`src/rtl/fetch_queue.sv`:
```
// Instruction fetch front-end: owns the fetch PC, resolves opcode-11 jumps at fetch time
// and buffers {instruction, PC+1} pairs so decode can stall without refetching.
module fetch_queue #(
  parameter int                DEPTH    = 4,
  parameter int                ADDR_W   = 8,
  parameter int                INS_W    = 8,
  parameter logic [ADDR_W-1:0] RESET_PC = 8'h00
) (
  input  logic                     clk,
  input  logic                     reset,
  output logic [ADDR_W-1:0]        imem_addr,
  input  logic [INS_W-1:0]         imem_data,
  input  logic                     redirect_valid,
  input  logic [ADDR_W-1:0]        redirect_pc,
  output logic                     out_valid,
  input  logic                     out_ready,
  output logic [INS_W-1:0]         out_ins,
  output logic [ADDR_W-1:0]        out_pc1,
  output logic [$clog2(DEPTH):0]   count
);

  localparam int PTR_W = $clog2(DEPTH);
  localparam int CNT_W = PTR_W + 1;

  logic [PTR_W-1:0]  rd_ptr_q, rd_ptr_d;
  logic [PTR_W-1:0]  wr_ptr_q, wr_ptr_d;
  logic [CNT_W-1:0]  count_q, count_d;
  logic [ADDR_W-1:0] fetch_pc_q, fetch_pc_d;
  logic [ADDR_W-1:0] pc_plus1;
  logic              push, pop, is_jump;

  logic [INS_W-1:0]  ins_mem [DEPTH];
  logic [ADDR_W-1:0] pc1_mem [DEPTH];

  // A full queue never accepts a push even when the head pops in the same
  // cycle, which keeps out_ready off the instruction memory address path.
  always_comb begin
    pc_plus1   = fetch_pc_q + ADDR_W'(1);
    is_jump    = (imem_data[INS_W-1 -: 2] == 2'b11);
    push       = !redirect_valid && (count_q < CNT_W'(DEPTH));
    pop        = (count_q != '0) && out_ready && !redirect_valid;
    rd_ptr_d   = rd_ptr_q;
    wr_ptr_d   = wr_ptr_q;
    count_d    = count_q;
    fetch_pc_d = fetch_pc_q;
    if (redirect_valid) begin
      rd_ptr_d   = '0;
      wr_ptr_d   = '0;
      count_d    = '0;
      fetch_pc_d = redirect_pc;
    end else begin
      if (push) begin
        wr_ptr_d   = wr_ptr_q + PTR_W'(1);
        fetch_pc_d = is_jump ? {fetch_pc_q[ADDR_W-1:6], imem_data[5:0]} : pc_plus1;
      end
      if (pop) begin
        rd_ptr_d = rd_ptr_q + PTR_W'(1);
      end
      case ({push, pop})
        2'b10:   count_d = count_q + CNT_W'(1);
        2'b01:   count_d = count_q - CNT_W'(1);
        default: count_d = count_q;
      endcase
    end
  end

  always_ff @(posedge clk or negedge reset) begin
    if (!reset) begin
      rd_ptr_q   <= '0;
      wr_ptr_q   <= '0;
      count_q    <= '0;
      fetch_pc_q <= RESET_PC;
    end else begin
      rd_ptr_q   <= rd_ptr_d;
      wr_ptr_q   <= wr_ptr_d;
      count_q    <= count_d;
      fetch_pc_q <= fetch_pc_d;
    end
  end

  // Storage needs no reset: entries are only visible through count.
  always_ff @(posedge clk) begin
    if (push) begin
      ins_mem[wr_ptr_q] <= imem_data;
      pc1_mem[wr_ptr_q] <= pc_plus1;
    end
  end

  always_comb begin
    imem_addr = fetch_pc_q;
    count     = count_q;
    out_valid = (count_q != '0);
    out_ins   = out_valid ? ins_mem[rd_ptr_q] : '0;
    out_pc1   = out_valid ? pc1_mem[rd_ptr_q] : '0;
  end

endmodule

```
`config.mk`:
```
export PLATFORM = sky130hd
export DESIGN_NAME = fetch_queue
export DESIGN_NICKNAME = d
export VERILOG_FILES = /design/src/rtl/fetch_queue.sv
export SDC_FILE = /design/constraint.sdc
export NUM_CORES = 1
export LEC_CHECK = 0
export CAP_MARGIN = 10
export CORE_AREA = 2 2 91 84
export DETAILED_ROUTE_END_ITERATION = 8
export DIE_AREA = 0 0 93 86
export PLACE_DENSITY = 0.73
export SYNTH_ARGS = -nofsm -noshare
export SYNTH_HDL_FRONTEND = slang
export SYNTH_SLANG_ARGS = --single-unit
```
`constraint.sdc`:
```
create_clock -name clk -period 2.6 [get_ports clk]
set_input_delay 0.26 -clock clk [delete_from_list [all_inputs] [get_ports clk]]
set_output_delay 0.26 -clock clk [all_outputs]
set_load 0.1 [all_outputs]
```
# After elaboration in Yosys (flattened, before gate mapping)
# Memory sizes are Yosys's and may differ from the RTL's.
# Cells that the tools add are included.
[classes]
addsub = 5
n_lt_le_gt_ge = 1
n_eq_ne = 4
n_mux = 13
reduce_logical = 9
[op_table]
columns = ["operator", "count"]
rows = [
  ["two-way mux 8 bit", 5],
  ["adder 8 x 1 -> 8 bit (second input constant)", 1],
  ["two-way mux 2 bit", 4],
  ["one-hot mux 3 bit (2 select lines)", 1],
  ["nonzero test 3 bit", 2],
  ["adder 2 x 1 -> 2 bit (second input constant)", 2],
  ["equality test 2 bit (second input constant)", 2],
  ["nonzero test 2 bit", 2],
  ["adder 3 x 1 -> 3 bit (second input constant)", 1],
  ["logical AND 1 bit", 3],
  ["less-than comparator 3 bit (second input constant)", 1],
  ["two-way mux 3 bit", 1],
  ["subtractor 3 x 1 -> 3 bit (second input constant)", 1],
  ["equality test 2 x 1 -> 1 bit (second input constant)", 1],
  ["two-way mux 1 bit", 2],
  ["inequality test 2 bit (second input constant)", 1],
  ["AND reduction 2 bit", 1],
  ["logical NOT 1 bit", 1],
]
[totals]
register_bits = 15
ram_bits = 64
output_inout_bits = 28
wordCells = 39
mem_count = 2
[mem_list]
columns = ["name", "words", "word_bits", "read_ports", "rd_ports_with_merged_regs", "wr", "line", "source"]
rows = [
  ["ins_mem", 4, 8, 1, 0, 1, "32", "logic [INS_W-1:0] ins_mem [DEPTH];"],
  ["pc1_mem", 4, 8, 1, 0, 1, "33", "logic [ADDR_W-1:0] pc1_mem [DEPTH];"],
]

# Logic depth before layout (Yosys ltp)
[logic_depth]
ltp_word = 6
mapped_depth = 6
ltp_nobuf = 5

# Worst setup path before layout
# No wires, ideal clock.
[synth_timing]
kind = "flip-flop to output port"
from = "register count_q[0], in the netlist count[0]"
to = "output out_ins[5]"
arrival_ns = 3.267
t_required_ns = 2.340
path_slack_ns = -0.927
path_stages_with_launch = 5
cell_sequence = "dfrtp_1 > or3_1 > clkbuf_1 > clkbuf_1 > and2_1"
[synth_between]
elab_chain_len = 2
[synth_rtl]
columns = ["element", "line", "source"]
rows = [
  ["start, declared", "27", "logic [CNT_W-1:0] count_q, count_d;"],
  ["start signal, assigned", "76", "count_q <= count_d;"],
  ["nonzero test 3 bit", "92", "out_valid = (count_q != '0);"],
  ["net out_valid", "15", "output logic out_valid,"],
  ["two-way mux 8 bit", "93", "out_ins = out_valid ? ins_mem[rd_ptr_q] : '0;"],
  ["end, declared", "17", "output logic [INS_W-1:0] out_ins,"],
]
# The timed path passes the listed nets, and every way through them passes these cells.

# Final worst setup path
[layout_timing]
from = "register rd_ptr_q[0]"
to = "output out_pc1[3]"
[layout_between]
elab_chain_len = 2
[layout_rtl]
columns = ["element", "line", "source"]
rows = [
  ["start, declared", "25", "logic [PTR_W-1:0] rd_ptr_q, rd_ptr_d;"],
  ["start signal, assigned", "74", "rd_ptr_q <= rd_ptr_d;"],
  ["memory read (4 x 8 bit)", "-", ""],
  ["two-way mux 8 bit", "94", "out_pc1 = out_valid ? pc1_mem[rd_ptr_q] : '0;"],
  ["end, declared", "18", "output logic [ADDR_W-1:0] out_pc1,"],
]
# No other way between the ends.

==> key figures <==
Yosys
  – Number of flops mapped to enable cells by yosys: 64
  – Post-synthesis cell area: 0.003442 mm2
  – Main synth FF type: edfxtp_1
  – Post-synthesis net count: 244
  – Yosys cell types: 38
  – Synth top cells by count: edfxtp_1 (64), and2_1 (22), mux4_2 (16)
  – Area contributors post-synth: edfxtp_1 (56%), dfrtp_1 (11%), mux4_2 (10%)
  – Mean post-synth cell area: 15.79 um2
  – Warnings from Yosys: 0
  – FF+latch count, synth: 79
  – Largest area contributor in the netlist: edfxtp_1
  – Count leader, synth: edfxtp_1
  – Gate count of the mapped netlist: 218
  – Synth top area share: 55.83%
  – Asr flop ratio synth: 18.99%
  – Post-synthesis sequential area ratio: 66.74%

CTS
  – CTS tree: yes
  – Root buf cell: clkbuf_8
  – Later-pin clock latency in the skew report: 0.36 ns
  – Post-CTS Resized: 0
  – Clk buf depth: 2
  – Hold Buf Count CTS: 0
  – Reg clk slew, reported paths: 0.09 ns
  – Clock sink count: 79
  – Num CTS Buffers: 9
  – Postcts setup bufs: 0
  – H-tree levels: 3

Critical path
  – CP Launch Type: flip-flop
  – Worst Setup End Kind: primary output
  – Crit Path Max Fanout: 8
  – Critical path class: flip-flop to primary output
  – Critical Path AT: 2.07 ns
  – WP data required: 2.34 ns

Floorplan
  – Core ar.: 0.006967 mm2
  – DIE HEIGHT: 86 um
  – I/O pin count: 48
  – Starting density of the core: 49.41%
  – Row count: 29
  – Total die area: 0.007998 mm2
  – Die X-Extent: 93 um

Finish
  – Final Util: 63.16%
  – Ant. Diodes: 0
  – Final #Nets: 300
  – Layout cell share with drive strength beyond 1: 30.11%
  – Area Overhead vs Synth: 27.84%
  – Fin area: 0.004400 mm2

Timing
  – Worst Skew: 0.01088 ns
  – Slew Limit Headroom: 49.52%
  – Min Tclk post-route: 2.329 ns
  – Period utilization: 89.57%
  – Fin. Hold Viols: 0
  – Unrepaired setup endpoints after global routing: false
  – Worst-Margin Slew: 0.7548 ns
  – Setup TNS: 0 ns
  – Final Max Slew Viols: 0
  – Max Fclk: 429.4 MHz
  – Setup Viol. Count Final: 0

Global route
  – Largest net degree at the start of global routing: 22
  – Initial antenna violation count: 0
  – Gr busiest metal: met2
  – GRT Total Usage: 19.67%
  – Number of global-route vias before repair: 2130
  – GR Util met3: 5.800%
  – First-pass GRT wire length: 11500 um
  – Overflow after GRT: 0
  – GR Util met1: 26.53%
  – Grt met2 use: 31.09%

Flow run
  – Max Cap Viol: 0

Placed design
  – Placed Area: 0.004220 mm2
  – IO buf count: 47
  – Gp weighted congestion: 0.8617
  – Post-DP HPWL: 4935 um

Pwr
  – PwrDens: 1035 mW/mm2
  – Design Power: 4.554 mW
  – Leak: 1.582 nW
  – Peak supply drop: 0.0004357 V

Drt
  – Via count: 2088
  – Routed WL per cell: 18.87 um
  – Post-DRT Antenna Nets: 0
  – 1st-pass router iterations: 4
  – DRC Markers: 0
  – Vias per cell: 5.613
  – Total routed wirelength: 7020 um
  – DR iter-0 viols: 224

Hold path
  – Hold Crit Class: input pin to async pin

Run status
  – Status: completed
[kinds of logic (layout without fill, tap and decap cells)]
logic type | Yosys count | in the layout | share of synthesized area (%)
adders and majority gates | 6 | 6 | 2.399
AOI/OAI and AO/OA | 21 | 21 | 4.035
xor gates and xnor gates | 10 | 10 | 2.544
muxes | 19 | 19 | 11.38
and+or+nand+nor | 67 | 67 | 10.91
DFF | 79 | 79 | 66.74
buffers and inverters | 16 | 77 | 1.999
[report_power, final]
part	internal (mW)	total, mW	switching [mW]
combinational	0.715	2.05	1.34
sequential	1.56	1.67	0.116
clock	0.357	0.826	0.469
[cells in the final DEF, fill, tap and decap left out, types with 2 or more instances in the layout]
| cell | instances |
|---|---|
| clkbuf_8 | 9 |
| nor2b_1 | 3 |
| mux2i_1 | 2 |
| buf_12 | 18 |
| o21ai_0 | 3 |
| dfrtp_1 | 12 |
| inv_6 | 2 |
| nand3_1 | 9 |
| buf_4 | 20 |
| mux4_2 | 16 |
| and3_1 | 2 |
| xor2_1 | 5 |
| inv_1 | 4 |
| and2_1 | 13 |
| nor2_1 | 11 |
| and2_2 | 9 |
| nor4_1 | 2 |
| a22oi_1 | 2 |
| edfxtp_1 | 64 |
| xnor2_1 | 5 |
| or2_1 | 2 |
| clkdlybuf4s50_1 | 19 |
| dfrtp_2 | 3 |
| nand2_1 | 11 |
| clkinvlp_4 | 2 |
| a21oi_1 | 7 |
| ha_1 | 5 |
[critical path, stage by stage, from the launching register on]
cell and delay, ns:
dfrtp_1 0.53, buf_4 0.27, mux4_2 0.52, and2_2 0.22
buf_12 0.16
[registers in the layout, summed over array words and instances, names as in the netlist]
signal     cells
imem_addr      8
ins_mem       32
wr_ptr_q       2
pc1_mem       32
count          3
rd_ptr_q       2
[metrics by stage]
step | cells | hold WS (ns) | setup slack (ns)
floorplan | 218 | -0.03559 | 0.1171
global placement | 356 | 0.5689 | 0.5546
detailed placement | 356 | 0.5882 | 0.4869
CTS | 372 | 0.3374 | 0.2230
global route | 372 | 0.3915 | 0.1543
finish | 372 | 0.3426 | 0.2712
[worst paths after layout]
path                                               from                  endpoint  slack (ns)  cells after the start
max in group asynchronous                         reset      count[2]$_DFFE_PN0P_        1.73                      1
worst max-delay path            rd_ptr_q[0]$_DFFE_PN0P_                out_pc1[3]        0.27                      4
min in group clk                         redirect_pc[6]  imem_addr[6]$_DFFE_PN0P_        0.46                      3
worst max register to register     count[2]$_DFFE_PN0P_      count[1]$_DFFE_PN0P_        0.80                      5
worst min-delay path                              reset  imem_addr[1]$_DFFE_PN0P_        0.34                      1
worst min register to register  wr_ptr_q[1]$_DFFE_PN0P_   wr_ptr_q[1]$_DFFE_PN0P_        0.60                      2
[area by class of cell]
| type | instances | area, um2 |
|---|---|---|
| repair buffers | 57 | 700.7 |
| fillers | 503 | 2566 |
| clock buffers | 9 | 123.9 |
| multi-input cells | 123 | 1087 |
| well taps | 93 | 116.4 |
| flip-flops and latches | 79 | 2301 |
| inverters | 4 | 15.01 |
| clock inverters | 7 | 56.30 |
[metal layers]
layer / share of wire, % / wire [um]
met1: 42 / 2925
met2: 49 / 3457
met3: 7.3 / 511
met4: 1.8 / 126
met5: 0 / 0
Note: power is estimated with default switching activity, not from simulation.
